## config.mk

```make
export PLATFORM = sky130hd
export DESIGN_NAME = uart_rx
export DESIGN_NICKNAME = d
export VERILOG_FILES = /design/src/rtl/uart_rx.sv
export SDC_FILE = /design/constraint.sdc
export NUM_CORES = 1
export LEC_CHECK = 0
export ABC_AREA = 1
export BUFFER_PORTS_ARGS = -buffer_cell sky130_fd_sc_hd__buf_4
export CORE_UTILIZATION = 51
export CTS_BUF_LIST = sky130_fd_sc_hd__clkbuf_4
export DETAILED_ROUTE_END_ITERATION = 8
export GPL_TIMING_DRIVEN = 0
export PLACE_DENSITY_LB_ADDON = 0.3
export SLEW_MARGIN = 25
export SYNTH_ARGS = -nofsm -noshare
export SYNTH_HDL_FRONTEND = slang
export SYNTH_SLANG_ARGS = --single-unit
```

## constraint.sdc

```tcl
create_clock -name clk -period 3.4 [get_ports clk]
set_input_delay 0.85 -clock clk [delete_from_list [all_inputs] [get_ports clk]]
set_output_delay 0.85 -clock clk [all_outputs]
set_load 0.05 [all_outputs]
```

## src/rtl/uart_rx.sv

```systemverilog
// 8N1 UART receiver: 2-flop input synchronizer, mid-bit sampling, start-glitch rejection
// and framing-error detection with a single error pulse per held-low line.
module uart_rx #(
    parameter int unsigned CLKS_PER_BIT = 10417,
    parameter int unsigned DATA_BITS    = 8
) (
    input  logic                 clk,
    input  logic                 reset,
    input  logic                 UART_RX,
    output logic [DATA_BITS-1:0] rx_data,
    output logic                 rx_valid,
    output logic                 rx_frame_err,
    output logic                 rx_busy
);

    localparam int unsigned CntW = $clog2(CLKS_PER_BIT);
    localparam int unsigned IdxW = $clog2(DATA_BITS + 1);

    localparam logic [CntW-1:0] CntHalf = CntW'(CLKS_PER_BIT / 2 - 1);
    localparam logic [CntW-1:0] CntLast = CntW'(CLKS_PER_BIT - 1);
    localparam logic [IdxW-1:0] IdxLast = IdxW'(DATA_BITS - 1);

    typedef enum logic [2:0] {
        StIdle,
        StStart,
        StData,
        StStop,
        StBreak
    } state_e;

    state_e state_q, state_d;

    logic                 sync1_q;
    logic                 rx_s;
    logic [CntW-1:0]      cnt_q, cnt_d;
    logic [IdxW-1:0]      idx_q, idx_d;
    logic [DATA_BITS-1:0] shift_q, shift_d;
    logic [DATA_BITS-1:0] data_q, data_d;
    logic                 valid_q, valid_d;
    logic                 err_q, err_d;

    // State register
    always_ff @(posedge clk) begin
        if (reset) begin
            state_q <= StIdle;
        end else begin
            state_q <= state_d;
        end
    end

    // Synchronizer idles high so reset never looks like a start edge
    always_ff @(posedge clk) begin
        if (reset) begin
            sync1_q <= 1'b1;
            rx_s    <= 1'b1;
            cnt_q   <= '0;
            idx_q   <= '0;
            shift_q <= '0;
            data_q  <= '0;
            valid_q <= 1'b0;
            err_q   <= 1'b0;
        end else begin
            sync1_q <= UART_RX;
            rx_s    <= sync1_q;
            cnt_q   <= cnt_d;
            idx_q   <= idx_d;
            shift_q <= shift_d;
            data_q  <= data_d;
            valid_q <= valid_d;
            err_q   <= err_d;
        end
    end

    // Next-state and datapath
    always_comb begin
        state_d = state_q;
        cnt_d   = cnt_q;
        idx_d   = idx_q;
        shift_d = shift_q;
        data_d  = data_q;
        valid_d = 1'b0;
        err_d   = 1'b0;
        unique case (state_q)
            StIdle: begin
                cnt_d = '0;
                if (!rx_s) begin
                    state_d = StStart;
                end
            end
            StStart: begin
                if (cnt_q == CntHalf) begin
                    cnt_d   = '0;
                    idx_d   = '0;
                    state_d = rx_s ? StIdle : StData;
                end else begin
                    cnt_d = cnt_q + 1'b1;
                end
            end
            StData: begin
                if (cnt_q == CntLast) begin
                    cnt_d = '0;
                    for (int unsigned i = 0; i < DATA_BITS; i++) begin
                        if (idx_q == IdxW'(i)) begin
                            shift_d[i] = rx_s;
                        end
                    end
                    idx_d = idx_q + 1'b1;
                    if (idx_q == IdxLast) begin
                        state_d = StStop;
                    end
                end else begin
                    cnt_d = cnt_q + 1'b1;
                end
            end
            StStop: begin
                // Leaving at mid-stop-bit leaves half a bit to catch a back-to-back start
                if (cnt_q == CntLast) begin
                    cnt_d = '0;
                    if (rx_s) begin
                        data_d  = shift_q;
                        valid_d = 1'b1;
                        state_d = StIdle;
                    end else begin
                        err_d   = 1'b1;
                        state_d = StBreak;
                    end
                end else begin
                    cnt_d = cnt_q + 1'b1;
                end
            end
            StBreak: begin
                cnt_d = '0;
                if (rx_s) begin
                    state_d = StIdle;
                end
            end
            default: begin
                state_d = StIdle;
            end
        endcase
    end

    // Outputs
    always_comb begin
        rx_data      = data_q;
        rx_valid     = valid_q;
        rx_frame_err = err_q;
        rx_busy      = (state_q != StIdle);
    end

endmodule

```

==> flow_summary.yaml <==
route:
  antenna_left: 0
  drc: 0
  dr_wl_met3_um: 213
  top_layer_used: "met4"
  wl_um: 4886
  wl_met2_um: 2338
  avgViaCountPerCell: 5.182
  routedWlPerCell_um: 11.69
  wl_met1_um: 2171
  num_vias: 2166
  drtIter0Drc: 105
  drt_first_pass_iters: 5
sta:
  finalSetupViolCount: 0
  skew_ps: 13.04
  maxSlewViolCount: 0
  tns_ps: 0
  finalHoldViolCount: 0
  fmax_mhz: 477.1
  fin_crit_sh: 0.6165
  post-route-min-period_ps: 2096
  worst_pin_slew_ps: 542.0
  rsz0062_at_grt: "false"
  slew_headroom: 0.6387
finish:
  antenna_cells: 0
  final_cell_mix: "67 x nand2_1, 61 x nor2_1, 43 x inv_1"
  area_delta_synth_final_pct: 9.836
  final_nets: 374
  final_common_cell: "nand2_1"
  final_cells: 418
  drive_above_1_share: 0.1311
floorplanning:
  start_util: 0.5295
  fp.dieH_um: 69.01
  dieArea_um2: 4762
  num_rows: 24
  ioPinCount: 14
  die_w_um: 69.01
  coreArea_um2: 4324
yosys:
  synth_area_leaders: "dfxtp_1 36%, nand2_1 11%, nor2_1 10%, nand3_1 7.2%, inv_1 7.0%"
  ys_types: 27
  syn_inst: 345
  ys_ff_latch: 41
  seq_area_frac_synth: 0.3585
  ys_warn_count: 0
  syn-num-nets: 354
  synth_top_area_cell: "dfxtp_1"
  yosysTopAreaCellShare: 0.3585
  mappedNetlistArea_um2: 2290
  syn_area_per_cell_um2: 6.637
grt:
  grt_pass1_vias: 2146
  overflow: 0
  grt_pass1_wl_um: 8783
  grt_max_degree: 16
  grtUsageTotal: 0.2257
  antenna_found_initial: 0
min_path:
  min_path_type: "reg -> reg"
  min_path_cells: 1
  min_from: "sync1_q"
  hold-path-endpoint: "rx_s"
setup_path:
  worstPathArrival_ps: 1250
  start_kind: "flip-flop"
  critPathMaxFanout: 8
  r2r_slack_ps: 1700
  endpoint_kind: "primary output"
  r2r_end: "cnt_q[10]"
  path_class: "reg -> out"
  worstReg2RegStart: "cnt_q[0]"
  r2r_cells: 11
  worstPathRequired_ps: 2550
power:
  ir_worst_vdd_uv: 224.6
  p_leak_nw: 1.029
  p_per_area_nw_per_um2: 466.1
clock_tree:
  hold_buffers: 0
  cts_max_level: 2
  cts_tree: "done"
  cts_resized: 0
  clk_latency_ps: 360
  cts_setup_buffers: 0
  numCtsBuffers: 5
  clock_sinks: 41
  clock-root-buffer: "clkbuf_4"
  cts_buffer_depth: 2
  path_clk_slew_ps: 130
run_status:
  status: "complete, no violations"
place:
  dp_hpwl_um: 3671
  dp.cells: 410
  portBuffers: 13
  gp_congestion: 0.9138
job:
  cap_violations: 0
[sequential cells by signal, summed over array words and instances (netlist names)]
register	count
shift_q	8
rx_frame_err	1
cnt_q	14
sync1_q	1
rx_s	1
rx_valid	1
state_q	3
rx_data	8
idx_q	4
[worst max path at each step]
stage,from,to,slack (ps),depth (start not counted)
floorplan,state_q[2],rx_busy,1700,3
global placement,reset,rx_data[0],1370,5
detailed placement,reset,rx_data[1],1380,5
CTS,state_q[2],rx_busy,1290,4
global route,state_q[1],rx_busy,1200,3
finish,state_q[2],rx_busy,1300,4
[cell families after synthesis]
group / after synthesis / synth area share
simple gates: 190 / 0.3765
compound gates: 40 / 0.09727
buf+inv: 59 / 0.1005
xor+xnor: 9 / 0.03443
fa+ha+maj: 6 / 0.03279
flops: 41 / 0.3585
[area by class of cell]
cell class,instances,area (um^2)
buffer,8,38.79
clock buffer,5,37.54
clock inverter,3,25.02
fill,422,1809
inverter,51,191.4
multi-input combinational,245,1239
sequential,41,820.8
tap,52,65.06
timing repair buffer,13,97.59
[where the power goes]
part	switching [W]	total [W]	internal, W
logic	0.000270	0.000386	0.000116
registers	0.0000230	0.000530	0.000507
clock network	0.000172	0.000256	0.0000843
total	0.000465	0.00117	0.000708
[Yosys cell counts, drive strengths merged]
library cell,count
dfxtp,41
a31oi,2
nand4,12
o211a,1
buf,5
xnor2,1
nand2,72
or2,2
clkbuf,3
nand3,33
nor3,6
a21oi,21
o2111ai,1
nor2,65
xor2,8
ha,6
inv,51
o21ai,15
[routing by layer]
metal,global-route usage,vias to the layer above
met5,0,-
met4,0.1179,0
met3,0.07602,17
met2,0.3765,47
met1,0.2534,965
li1,-,1137
[critical path, cell delays in order, from the launching register on]
cell and delay, ps:
dfxtp_1 320, buf_4 150, inv_1 130, nand2_1 90, buf_4 200
[through the flow]
stage               area (um^2)  hold WS [ps]  worst slack, ps    util  power (W)
floorplan                  2290         389.5             1695       -  0.0008432
global placement           2452         391.5             1373  0.5671  0.0009214
detailed placement         2452         402.4             1375  0.5671  0.0009265
CTS                        2515         437.9             1287  0.5816   0.001184
global route               2515         455.4             1203  0.5816   0.001272
finish                     2515         429.9             1304  0.5816   0.001172
Power figures use the tool's default switching activity.
